## config.mk

```make
export PLATFORM = sky130hd
export DESIGN_NAME = sim_clk
export DESIGN_NICKNAME = d
export VERILOG_FILES = /design/src/rtl/sim_clk_pkg.sv /design/src/rtl/sim_clk.sv
export SDC_FILE = /design/constraint.sdc
export NUM_CORES = 1
export LEC_CHECK = 0
export ABC_AREA = 0
export CAP_MARGIN = 20
export CORE_AREA = 2 2 39 41
export DETAILED_ROUTE_END_ITERATION = 8
export DIE_AREA = 0 0 41 43
export HOLD_SLACK_MARGIN = 0.12
export SYNTH_ARGS = -nofsm -noshare
export SYNTH_HDL_FRONTEND = slang
export SYNTH_SLANG_ARGS = --single-unit
```

## constraint.sdc

```tcl
create_clock -name clk -period 1.7 [get_ports clk]
set_input_delay 0.51 -clock clk [delete_from_list [all_inputs] [get_ports clk]]
set_output_delay 0.51 -clock clk [all_outputs]
set_load 0.02 [all_outputs]
```

## src/rtl/sim_clk_pkg.sv

```systemverilog
// Shared helpers for clock dividers: low/high split of a period and phase
// counter width.
package sim_clk_pkg;

    typedef struct packed {
        logic [31:0] lo;
        logic [31:0] hi;
    } split_t;

    // Odd periods give the spare cycle to the high phase.
    function automatic split_t phase_split(input int t);
        split_t s;
        s.lo = 32'(t / 2);
        s.hi = 32'(t - (t / 2));
        return s;
    endfunction

    function automatic int ph_width(input int t);
        return ($clog2(t) < 1) ? 1 : $clog2(t);
    endfunction

endpackage

```

## src/rtl/sim_clk.sv

```systemverilog
// Free-running low-first divided clock with rise/fall strobes and a
// wrapping count of rising edges.
module sim_clk
    import sim_clk_pkg::*;
#(
    parameter int T  = 2,
    parameter int CW = 8
)
(
    input  logic          clk,
    input  logic          rst,
    input  logic          en,
    output logic          clk_o,
    output logic          rise,
    output logic          fall,
    output logic [CW-1:0] periods
);

    localparam split_t SPLIT = phase_split(T);
    localparam int     PW    = ph_width(T);

    localparam logic [PW-1:0] LO_PH   = PW'(SPLIT.lo);
    localparam logic [PW-1:0] LAST_PH = PW'(T - 1);

    if (T < 2) begin : g_bad_period
        $error("sim_clk: T must be at least 2");
    end

    logic [PW-1:0] ph;
    logic [PW-1:0] ph_next;

    always_comb begin
        ph_next = (ph == LAST_PH) ? '0 : ph + 1'b1;
    end

    // Outputs are computed from the upcoming phase so they change on the same
    // edge as the phase itself; a disabled cycle stretches the current phase.
    always_ff @(posedge clk) begin
        if (rst) begin
            ph      <= '0;
            clk_o   <= 1'b0;
            rise    <= 1'b0;
            fall    <= 1'b0;
            periods <= '0;
        end else if (en) begin
            ph      <= ph_next;
            clk_o   <= (ph_next >= LO_PH);
            rise    <= (ph_next == LO_PH);
            fall    <= (ph_next == '0);
            periods <= periods + CW'(ph_next == LO_PH);
        end else begin
            rise    <= 1'b0;
            fall    <= 1'b0;
        end
    end

endmodule

```

# Word-level counts from Yosys, hierarchy flattened

Cells that the tools add are included.

Register bits: 12
Bits in latches: 0
RAM bits: 0
Bits in read-only memories: 0
Bits of input ports: 3
Output and inout bits: 11
Word-level logic and storage cells: 12
Memories kept: 0

$add $sub $neg: 2
Multiply operators: 0
Divide/modulo/power cells: 0
Magnitude comparators: 1
Equal/unequal tests: 0
Shift-type cells: 0
Muxes and demuxes: 1
Bitwise logic cells: 2
Reductions and logical operators: 1

Operator list:

| kind                  | count |
|---|---|
| $add A8 B1 Y8         | 1 |
| $not A1 Y1            | 2 |
| $reduce_or A2 Y1      | 1 |
| $add A1 B1 Y1 const B | 1 |
| $ge A1 B1 Y1 const B  | 1 |
| $mux W1               | 1 |

# Logic depth before layout (Yosys ltp)

Word-level depth: 3
Mapped depth: 6
Gate-level depth less buffers: 6

# Worst setup path before layout

Ideal clock, no wire load.

Kind: register to register
Start point: register periods[0]
End point: register periods[6]
Library setup time: 0.071 ns
Arrival: 1.349 ns
Required time: 1.629 ns
Slack: 0.281 ns
Stages on the path, launching flop included: 6
Path buffers: 0
Clock period less this slack: 1.419 ns
Path through: dfxtp_1 > ha_1 > ha_1 > nand3_1 > or3_1 > a21oi_1

Cells in the longest elaborated chain, start to end: 1

RTL lines:

| what                   | RTL line      | source |
|---|---|---|
| start, declared        | sim_clk.sv:16 | `output logic [CW-1:0] periods` |
| start signal, assigned | sim_clk.sv:50 | `periods <= periods + CW'(ph_next == LO_PH);` |
| $add A8 B1 Y8          | sim_clk.sv:50 |  |

Every way passes these cells.
A chain may end at the register's enable or synchronous reset.

# Worst setup path in the final report

Start point: register periods[1]
End point: output periods[1]

No word-level cell between the ends.

==> reports/qor.txt <==
post-layout min period -> 1530 ps
Setup crit start -> periods[1]$_SDFFE_PP0P_
placed cell areas -> 621 µm²
Pwr Density -> 812 nW/µm²
Post-CTS Hold Fix Bufs -> 0
antenna violations before repair -> 0
gr ovfl total -> 0
finished layout cell area -> 641 µm²
post-route clock period utilization -> 0.899
WL final -> 841 µm
Initial DRT Pass Iterations -> 4
Synth area leaders -> dfxtp_1, xor2_1, ha_1
slowest CP cell -> dfxtp_1
port buffer count -> 13
vias in the first global route -> 334
crit start category -> flip-flop
worst-case clock buffer depth -> 2
final net count -> 72
Post-DP HPWL -> 615 µm
status -> finished clean
Async SR Flop Fraction -> 0
crit-path leading delay family -> flip-flops
post-synth top area share -> 0.492
full die area -> 1760 µm²
maxcap violations -> 0
antenna viol nets, final -> 0
RR Startpoint -> clk_o$_SDFFE_PP0P_
share of layout cells above drive strength 1 -> 0.136
Cell Chain, Critical Path -> dlygate4sd2_1
Top FF cell, synth -> dfxtp_1
Crit path arrival time -> 1020 ps
row cnt -> 14
Commonest cells post-synth -> dfxtp_1, nor2_1
vias per inst -> 4.60
Final WS setup -> 172 ps
Worst Hold Depth -> 2
Crit path depth -> 1
DP Cell Count -> 78
max-slew violations -> 0
later-pin clock latency in the skew report -> 270 ps
fill count -> 143
final setup vio count -> 0
wire per inst -> 10.3 µm
RSZ-0062 raised after global routing -> no
CTS tree -> built
required time worst endpoint -> 1190 ps
GRT Util Overall -> 0.117
Vias -> 377
actual slew at the worst max-slew pin -> 390 ps
Final Hold Viols -> 0
Num CTS Buffers -> 3
Finished Layout Cells -> 82
FF-to-FF path depth -> 6
crit-path max FO -> 4
Syn Nets -> 51
Layout area overhead -> 43.0%
H-tree levels -> 1
highest clock rate -> 0.654 GHz
Antenna Cells -> 0
first-pass GRT wire length -> 1.39 mm
top-count cell post-synth -> dfxtp_1
#FFs+latches synth -> 11
Iter 0 DRT Violations -> 14
Sum Neg Setup Slack -> 0 ps
pin count of the biggest net entering global routing -> 12
sequential fraction of the synthesis area -> 0.492
Yosys Warn Count -> 0
DRC Markers -> 0
Starting Density -> 0.324
final core utilization -> 0.463
Setup Skew -> 6.91 ps
Slew headroom -> 0.739
I/O pins -> 14
Tot Pwr -> 520 µW
Synth cell types -> 17
core area -> 1380 µm²
Die X-Extent -> 41 µm
pre-CTS setup slack -> -54.2 ps
Pleak -> 0.328 nW
hold path start -> periods[7]$_SDFFE_PP0P_
Mapped Area -> 448 µm²
GP Congestion -> 0.669
kind of critical path -> flip-flop to primary output
root buf cell -> clkbuf_4
Critical Path Max Stage Delay -> 390 ps
Clock transition at path regs -> 70 ps
CTS Sinks -> 11
peak supply drop -> 0.000339 V
number of synthesized flops with an enable pin -> 0
cell taking the most area after synthesis -> dfxtp_1
gate count of the mapped netlist -> 46
CP endpoint kind -> primary output
Avg Cell Area, Syn -> 9.74 µm²
Post-CTS Setup Inserts -> 0
hold_ws -> 491 ps
CP bufs+invs -> 1
Die Ht -> 43 µm
min-delay worst type -> flip-flop to flip-flop
==> flip-flops by register name, indices dropped and copies added, names as in the netlist <==
| register | flops |
|---|---|
| clk_o | 1 |
| periods | 8 |
| fall | 1 |
| rise | 1 |
==> cell type report <==
cell class | count | area [µm²] | share of cell area
multi-input combinational | 32 | 209 | 0.326
inverter | 1 | 3.75 | 0.00586
sequential | 11 | 220 | 0.344
tap | 16 | 20.0 | 0.0313
timing repair buffer | 18 | 161 | 0.252
clock buffer | 4 | 26.3 | 0.0410
==> placed cells by master, fill, tap and decap left out <==
| cell type | instances |
|---|---|
| dfxtp_1 | 11 |
| clkbuf_1 | 1 |
| o21ai_0 | 3 |
| clkbuf_4 | 3 |
| nand3_1 | 2 |
| nand4_2 | 1 |
| dlygate4sd2_1 | 9 |
| mux2i_1 | 2 |
| buf_4 | 5 |
| clkdlybuf4s50_1 | 2 |
| a21oi_1 | 3 |
| nor3b_1 | 2 |
| dlymetal6s2s_1 | 2 |
| xor2_1 | 3 |
| inv_1 | 1 |
| nand2_1 | 2 |
| ha_1 | 2 |
| nand4_1 | 2 |
| xnor2_1 | 1 |
| or3_1 | 3 |
| nor2_1 | 6 |
==> report_power, final <==
part	total (mW)	switching [mW]	leakage, nW	internal (mW)
Sequential	0.276	0.00834	0.0895	0.268
Combinational	0.0654	0.0353	0.223	0.0301
Clock	0.178	0.0875	0.0150	0.0907
==> path summary, 6_finish.rpt <==
path | endpoint | slack, ps
setup / recovery | periods[1] | 170
hold / removal | periods[7]$_SDFFE_PP0P_ | 490
setup reg to reg | periods[6]$_SDFFE_PP0P_ | 270
hold reg to reg | periods[7]$_SDFFE_PP0P_ | 490
==> cell families (layout without fill, tap and decap cells) <==
logic type / count (synthesis) / in the layout / share of synthesized area
AOI/OAI and AO/OA: 6 / 6 / 0.0670
xor gates and xnor gates: 4 / 4 / 0.0782
adders and majority gates: 2 / 2 / 0.0559
buffers and inverters: 3 / 23 / 0.0419
DFF: 11 / 11 / 0.492
muxes: 2 / 2 / 0.0447
and+or+nand+nor: 18 / 18 / 0.221
==> layer usage <==
| metal | vias to the layer above | global-route usage | share of wire |
|---|---|---|---|
| met1 | 170 | 0.167 | 0.51 |
| met5 | - | 0 | 0 |
| met2 | 9 | 0.147 | 0.45 |
| met3 | 0 | 0.0314 | 0.048 |
| li1 | 198 | - | - |
| met4 | 0 | 0.0800 | 0 |
==> what timing repair did <==
item	4_1_cts	5_1_grt
hold endpoints to repair	0	0
cloned	0	0
resized for setup	9	2
setup endpoints to repair	9	2
==> worst min-delay path, cell delays in order, from the launching register on <==
cell and delay, ps:
dfxtp_1 320, o21ai_0 70, a21oi_1 60
Power figures use the tool's default switching activity.
==> edit (config.mk and constraints unchanged) <==
The parameter `CW` goes from 8 to 10.
--- a/src/rtl/sim_clk.sv
+++ b/src/rtl/sim_clk.sv
@@ -5,5 +5,5 @@
 #(
     parameter int T  = 2,
-    parameter int CW = 8
+    parameter int CW = 10
 )
 (
Ports: changed (resized periods); port bits go from 14 to 16. The function was not compared with the original's and may differ.
==> edit against the original RTL <==
  * Core utilization rose by 12 points
  * Sequential cell count up 2
  * Power rose by 14%
  * Final area increased by 26%
  * Area after synthesis rose by 25%
  * First-iteration DRC count decreased by 79%
  * Critical endpoint is now periods[6]
  * Sequential power grew 16%
  * Wire length up 42%
  * Worst setup slack got worse by 42 ps
  * Maximum frequency decreased by 2.7%
==> edit: results (changes against the original RTL) <==
[synthesis]
ys_top_cells_by_area=dfxtp_1, o31ai_1, or4_1
ys_seq_elements=13  ; +2
synth.avg_cell_area_sq_um=9.62  ; -1.2%
yosys.area_share.xor_xnor_pct=6.28  ; -1.5 points
synthesis.nets=63  ; +24%
synthAdderAreaFrac_pct=4.48  ; -1.1 points
synth-compound-area-share_pct=10.8  ; +4.1 points
synth-seq-area-share_pct=46.6  ; -2.5 points
synthTopCellsByCount=dfxtp_1, nor2_1, a21oi_1
yosys-mux-area-fraction_pct=3.59  ; -0.88 points

[place]
dp_cells=94  ; +21%
gp_congestion=0.683  ; +2.1%
postPlaceCellArea_sq_um=769  ; +24%
detailed_place_hpwl_um=802  ; +31%
port_buffers=15  ; +2
dp_slack_ps=-221  ; -167 ps

[final_layout]
seq_share_pct=32.1  ; -2.2 points
layout.nets=91  ; +26%
inverters=3  ; +2
multi_input_area_share_pct=34.0  ; +1.4 points
multi_input_gates=40  ; +25%
syn_to_final_growth_pct=45.1
final-instance-count-excl-fill=101  ; +23%
largest_reg_flops=10  ; +2
drive_gt1_share_pct=18.8  ; +5.2 points
buffers=25  ; +7
n_fill_cell=134  ; -6.3%
clockBufferCount=3  ; -1

[routing]
drt_first_pass_iters=2  ; -2
wl_per_cell_um=11.8  ; +15%
via_per_inst=5.09  ; +11%

[setup_path]
crit_fanout=6  ; +2
worst_ep_arrival_time_ps=1060  ; +40 ps
max_stage_delay_ps=430  ; +40 ps

[clock_network]
cts.repair.resized=12  ; +3
clkSlewWorstSetupHoldPaths_ps=90  ; +20 ps

[timing]
max_slew.worst_pin.slew_ps=235  ; -156 ps
fin_skew_ps=7.64  ; +0.731 ps

[global_route]
grt_pass1_vias=462  ; +38%
track_usage_pct=15.3  ; +3.6 points
grt_max_degree=14  ; +2
grt_pass1_wl_mm=1.87  ; +34%

[power]
clkPwrFrac_pct=32.7  ; -1.6 points
p_leak_uw=0.000384  ; +17%
peakVddDrop_mv=0.381  ; +12%
p_per_area_mw_per_mm2=735  ; -9.5%
intPower_uw=438  ; +13%

[outcome]
outcome=complete, no violations

edit: changes by cell type in the layout (fill, tap and decap cells not counted), moves of 2 or more:
| cell | change |
|---|---|
| or4_1 | +4 |
| or3_1 | -3 |
| nand2_1 | +2 |
| dlygate4sd2_1 | +3 |
| a21oi_1 | +2 |
| inv_1 | +2 |
| buf_4 | +5 |
| o31ai_1 | +4 |
| dfxtp_1 | +2 |
| o21ai_0 | -2 |
edit: final timing paths:
path / from / endpoint / slack, ps
worst max-delay path: periods[6]$_SDFFE_PP0P_ / periods[6] / 130
worst min-delay path: clk_o$_SDFFE_PP0P_ / rise$_SDFF_PP0_ / 490
worst max register to register: clk_o$_SDFFE_PP0P_ / periods[6]$_SDFFE_PP0P_ / 140
worst min register to register: clk_o$_SDFFE_PP0P_ / rise$_SDFF_PP0_ / 490
edit: per-layer routing:
metal  global-route usage [%]  routed length, um  up-vias
li1                         -                  -      262
met1                     19.8                548      239
met2                     22.8                584       11
met3                     3.14                 47        2
met4                     8.00                 10        0
met5                        0                  0        -
